[src/rtl/lsu_bus_bridge.sv]
// lsu_bus_bridge: turns single-cycle core loads/stores into valid/ready bus transactions,
// stalling the core until the response arrives and formatting load data for writeback.
module lsu_bus_bridge #(
  parameter int TIMEOUT = 255
) (
  input  logic        clk,
  input  logic        reset,
  input  logic        MemRead,
  input  logic        MemWrite,
  input  logic [2:0]  Funct3,
  input  logic [31:0] Mem_WrAddr,
  input  logic [31:0] Mem_WrData,
  output logic [31:0] ReadData,
  output logic        Stall,
  output logic        MemErr,
  output logic        bus_req_valid,
  input  logic        bus_req_ready,
  output logic        bus_we,
  output logic [31:0] bus_addr,
  output logic [31:0] bus_wdata,
  output logic [3:0]  bus_wstrb,
  input  logic        bus_rsp_valid,
  input  logic [31:0] bus_rdata
);
  localparam logic [1:0] IDLE = 2'd0, REQ = 2'd1, WAIT = 2'd2, DONE = 2'd3;
  logic [1:0]  state;
  logic [7:0]  cnt;
  logic        we, err, access, legal, aligned, ok;
  logic [2:0]  f3;
  logic [31:0] addr, wdata, rdata, st_data, lane;
  logic [3:0]  wstrb, st_strb;
  always_comb begin
    access  = MemRead | MemWrite;
    legal   = MemWrite ? (Funct3[2:1] == 2'b00 || Funct3 == 3'b010)
                       : (Funct3 == 3'b000 || Funct3 == 3'b001 || Funct3 == 3'b010 ||
                          Funct3 == 3'b100 || Funct3 == 3'b101);
    aligned = Funct3[1:0] == 2'b00 || (Funct3[1:0] == 2'b01 && !Mem_WrAddr[0]) ||
              (Funct3[1:0] == 2'b10 && Mem_WrAddr[1:0] == 2'b00);
    ok      = access & legal & aligned;
    st_data = Funct3[1:0] == 2'b00 ? {4{Mem_WrData[7:0]}} :
              Funct3[1:0] == 2'b01 ? {2{Mem_WrData[15:0]}} : Mem_WrData;
    st_strb = !MemWrite ? 4'b0000 :
              Funct3[1:0] == 2'b00 ? 4'b0001 << Mem_WrAddr[1:0] :
              Funct3[1:0] == 2'b01 ? (Mem_WrAddr[1] ? 4'b1100 : 4'b0011) : 4'b1111;
    lane    = rdata >> {addr[1:0], 3'b000};
  end
  assign Stall         = (state == IDLE && ok) || state == REQ || state == WAIT;
  assign MemErr        = (state == IDLE && access && !ok) || (state == DONE && err);
  assign bus_req_valid = state == REQ;
  assign bus_we        = we;
  assign bus_addr      = {addr[31:2], 2'b00};
  assign bus_wdata     = wdata;
  assign bus_wstrb     = wstrb;
  assign ReadData = (state != DONE || we || err) ? 32'd0 :
                    f3 == 3'b000 ? {{24{lane[7]}}, lane[7:0]} :
                    f3 == 3'b100 ? {24'd0, lane[7:0]} :
                    f3 == 3'b001 ? {{16{lane[15]}}, lane[15:0]} :
                    f3 == 3'b101 ? {16'd0, lane[15:0]} : lane;
  always_ff @(posedge clk) begin
    if (!reset) begin
      state <= IDLE;
      cnt   <= '0;
      we    <= 1'b0;
      err   <= 1'b0;
      f3    <= '0;
      addr  <= '0;
      wdata <= '0;
      wstrb <= '0;
      rdata <= '0;
    end else begin
      case (state)
        IDLE: if (ok) begin
          state <= REQ;
          we    <= MemWrite;
          err   <= 1'b0;
          f3    <= Funct3;
          addr  <= Mem_WrAddr;
          wdata <= st_data;
          wstrb <= st_strb;
        end
        REQ: if (bus_req_ready) begin
          state <= WAIT;
          cnt   <= '0;
        end
        WAIT: if (bus_rsp_valid) begin
          state <= DONE;
          rdata <= bus_rdata;
        end else if (cnt == 8'(TIMEOUT - 1)) begin
          state <= DONE;
          err   <= 1'b1;
        end else cnt <= cnt + 8'd1;
        default: state <= IDLE;
      endcase
    end
  end
endmodule

[config.mk]
export PLATFORM = sky130hd
export DESIGN_NAME = lsu_bus_bridge
export DESIGN_NICKNAME = d
export VERILOG_FILES = /design/src/rtl/lsu_bus_bridge.sv
export SDC_FILE = /design/constraint.sdc
export NUM_CORES = 1
export LEC_CHECK = 0
export CORE_UTILIZATION = 55
export CTS_CLUSTER_SIZE = 14
export DETAILED_ROUTE_END_ITERATION = 10
export DONT_BUFFER_PORTS = 1
export GPL_TIMING_DRIVEN = 0
export PLACE_DENSITY = 0.7
export SETUP_SLACK_MARGIN = 0.15
export SYNTH_ARGS = -nofsm -noshare
export SYNTH_HDL_FRONTEND = slang
export SYNTH_SLANG_ARGS = --single-unit
[constraint.sdc]
create_clock -name clk -period 2.3 [get_ports clk]
set_clock_uncertainty 0.1 [all_clocks]
set_input_delay 0.23 -clock clk [delete_from_list [all_inputs] [get_ports clk]]
set_output_delay 0.23 -clock clk [all_outputs]
set_load 0.03 [all_outputs]
==> results.cfg <==
[outcome]
status = complete, but fails checks
violations = negative hold slack, negative setup slack

[worst_hold_path]
holdPathEnd = rdata[25]$_SDFFE_PN0P_
worstHoldPathCells = 3
min_path_type = input pin to flip-flop
min_from = bus_rsp_valid

[sta]
finalCriticalPeriod_ns = 2.45
worst_pin_slew_ns = 0.675
maxSlewHeadroom = 0.550
timing_hold_violations_final = 1
fmax_mhz = 409
holdWs_ns = -0.0120
setup_slack_ns = -0.146
maxSlewViolCount = 0
setup_violations = 28
period_share = 1.06
rsz0062_at_grt = yes

[global_routing]
grt_pass1_wl_um = 34700
grt_pass1_vias = 6582
grt-ovfl-total = 0
grt_use_total = 0.416
grt_max_degree = 17
antenna_found_initial = 1

[synth]
ys_top_cells_by_area = dfxtp_1 (41%), nand2_1 (15%), a21oi_1 (10%), mux2i_1 (5.1%), buf_4 (4.8%)
syn_area_um2 = 5670
netlist.area_leader.share = 0.406
synth_area_leader_cell = dfxtp_1
postSynth.asyncResetShare = 0
syn_inst = 753
ys_types = 45
yosysSeqAreaShare = 0.406
yosys_warnings = 0
avgSynthCellArea_um2 = 7.54
ys_ff_latch = 115
ys.flop_type = dfxtp_1
synth_edf_count = 0

[critical_path]
worstPathRequired_ns = 1.97
critical_path_peak_fanout = 10
regToRegStartpoint = state[0]$_SDFFE_PN0P_
crit_slowest_cell = dfxtp_4
rr_endpoint = cnt[2]$_SDFFE_PN0P_
cp_cell_sequence = nor2b_1 -> clkbuf_8 -> nand2_1 -> o21ai_4 -> o21ai_4 -> buf_12 -> a21oi_4
endpoint_kind = output port
timing.reg2reg.setup_slack_ns = -0.07
cpPeakStageDelay_ns = 0.40
critical_path_class = flip-flop to output port
start_kind = flip-flop
r2r_cells = 9
cpMostUsedCell = o21ai_4
startpoint = addr[0]$_SDFFE_PN0P_
arrival_ns = 2.12

[place]
dp_hpwl_um = 12200
gp_congestion = 0.906
placed_area_um2 = 5840
place_inst = 887
port-buffer-count = 0
dp_slack_ns = -0.182

[floorplanning]
ios = 209
core_um2 = 9860
num_rows = 36
initial_core_util = 0.575
die_area_um2 = 10700
die_w_um = 104
dieHeight_um = 104

[drt]
drtIter0Drc = 809
wirelength_um = 25100
avgViaCountPerCell = 6.37
ant_nets = 0
drc = 0
wire_per_inst_um = 23.8
dr.pass1.iters = 5
vias = 6717

[cts]
numCtsBuffers = 17
cts_max_path_buffers = 2
clk_pin_slew_worst_paths_ns = 0.07
cts_tree = yes
clk_latency_ns = 0.53
cts_sinks = 115
root_buffer = clkbuf_8
cts-htree-levels = 4

[finish]
fin_cells = 1054
postLayoutCoreUtil = 0.888
final_cell_area_um2 = 8760
synthToLayoutAreaGrowth_pct = 54.4
layout_common_cells = nand2_1 (219), dfxtp_1 (105), dlygate4sd3_1 (101)
drive_above_1_share = 0.249
final_common_cell = nand2_1
nets = 1018

[power_and_ir_drop]
p_seq_frac = 0.330
p_comb_frac = 0.320
p_switching_mw = 3.01
irDropWorstVdd_mv = 0.606
sw_frac_of_total = 0.375
power_density_nw_per_um2 = 916
pwr-share-clk = 0.350
p_int_mw = 5.01
leakagePower_nw = 3.18

[run]
max_cap_viol_count = 0
==> logic make-up after synthesis <==
logic type      count (synthesis)  share of synthesized area
compound gates                190                      0.191
xor+xnor                        7                     0.0108
fa+ha+maj                       6                     0.0132
buf+inv                        96                     0.0953
flops                         115                      0.406
mux                            38                     0.0690
other cells                     1                   0.000661
simple gates                  300                      0.214
==> sequential cells by signal, summed over array words and instances (netlist names) <==
| register | cells |
|---|---|
| err | 1 |
| addr | 32 |
| bus_we | 1 |
| state | 2 |
| bus_wdata | 32 |
| cnt | 8 |
| f3 | 3 |
| rdata | 32 |
| bus_wstrb | 4 |
==> cell type report <==
class	instances	area, um^2
buffer	86	694
fill	433	1110
inverter	10	48.8
sequential	115	2330
clock buffer	19	432
clock inverter	13	184
timing repair buffer	134	1390
tap	133	166
multi-input combinational	543	3510
antenna	1	2.50
==> synthesized netlist by cell type, types with 2 or more instances <==
master / n
nand2_1: 225
a21oi_1: 119
dfxtp_1: 115
nor2_1: 42
buf_4: 36
mux2i_1: 29
o21ai_0: 24
a211oi_1: 20
buf_2: 18
clkbuf_1: 18
buf_1: 11
inv_1: 9
mux2_2: 9
a311oi_1: 8
nor2b_1: 8
ha_1: 6
nand3_1: 6
xor2_1: 6
o22ai_1: 4
and2_1: 3
buf_6: 3
nand4_1: 3
nor3_1: 3
o211ai_1: 3
o21ai_1: 3
a21o_1: 2
nand2b_1: 2
==> power groups by stage <==
stage	registers (mW)	clock network, mW	logic, mW
after CTS	2.61	2.74	2.20
final	2.65	2.80	2.57
after detailed placement	2.60	0	1.55
after global routing	2.66	2.87	2.68
after global placement	2.60	0	1.52
after floorplan	2.54	0	1.28
==> worst max-delay path: cells and delay by family, from the launching register on <==
kind,cells,cell delay [ns]
AO/OA/AOI/OAI,3,0.52
AND/OR/NAND/NOR,2,0.31
buffers and inverters,2,0.36
flip-flops,1,0.40
==> how the worst max path moves through the flow <==
stage | to | slack (ns) | cells after the start
5_1_grt | cnt[2]$_SDFFE_PN0P_ | -0.16 | 9
2_1_floorplan | ReadData[1] | 0.18 | 5
6_report | ReadData[28] | -0.15 | 7
3_5_place_dp | ReadData[1] | -0.18 | 5
3_3_place_gp | ReadData[1] | -0.16 | 5
4_1_cts | ReadData[27] | -0.04 | 5
==> through the flow <==
step           power [mW]  setup TNS, ns  hold WS [ns]
3_5_place_dp         4.16          -1.75         0.273
2_1_floorplan        3.82              0         0.266
5_1_grt              8.21          -2.93        0.0167
6_report             8.02          -2.54       -0.0120
4_1_cts              7.55         -0.455        0.0147
3_3_place_gp         4.11          -1.52         0.268
==> metal layers <==
layer,wire [um],global-route usage,share of wire,vias up
met5,0,0,0,-
met4,2110,0.297,0.084,0
met3,2860,0.123,0.11,207
met2,12000,0.716,0.48,609
met1,8160,0.435,0.32,3097
li1,-,-,-,2804
==> timing repair <==
item | CTS | global route
setup endpoints to repair | 36 | 66
gates resized for setup | 181 | 41
gates cloned | 4 | 0
hold buffers | 103 | 0
endpoints found under the hold margin | 112 | 0
pin swaps | 31 | 23
buffers inserted | 22 | 7
Power figures use the tool's default switching activity.
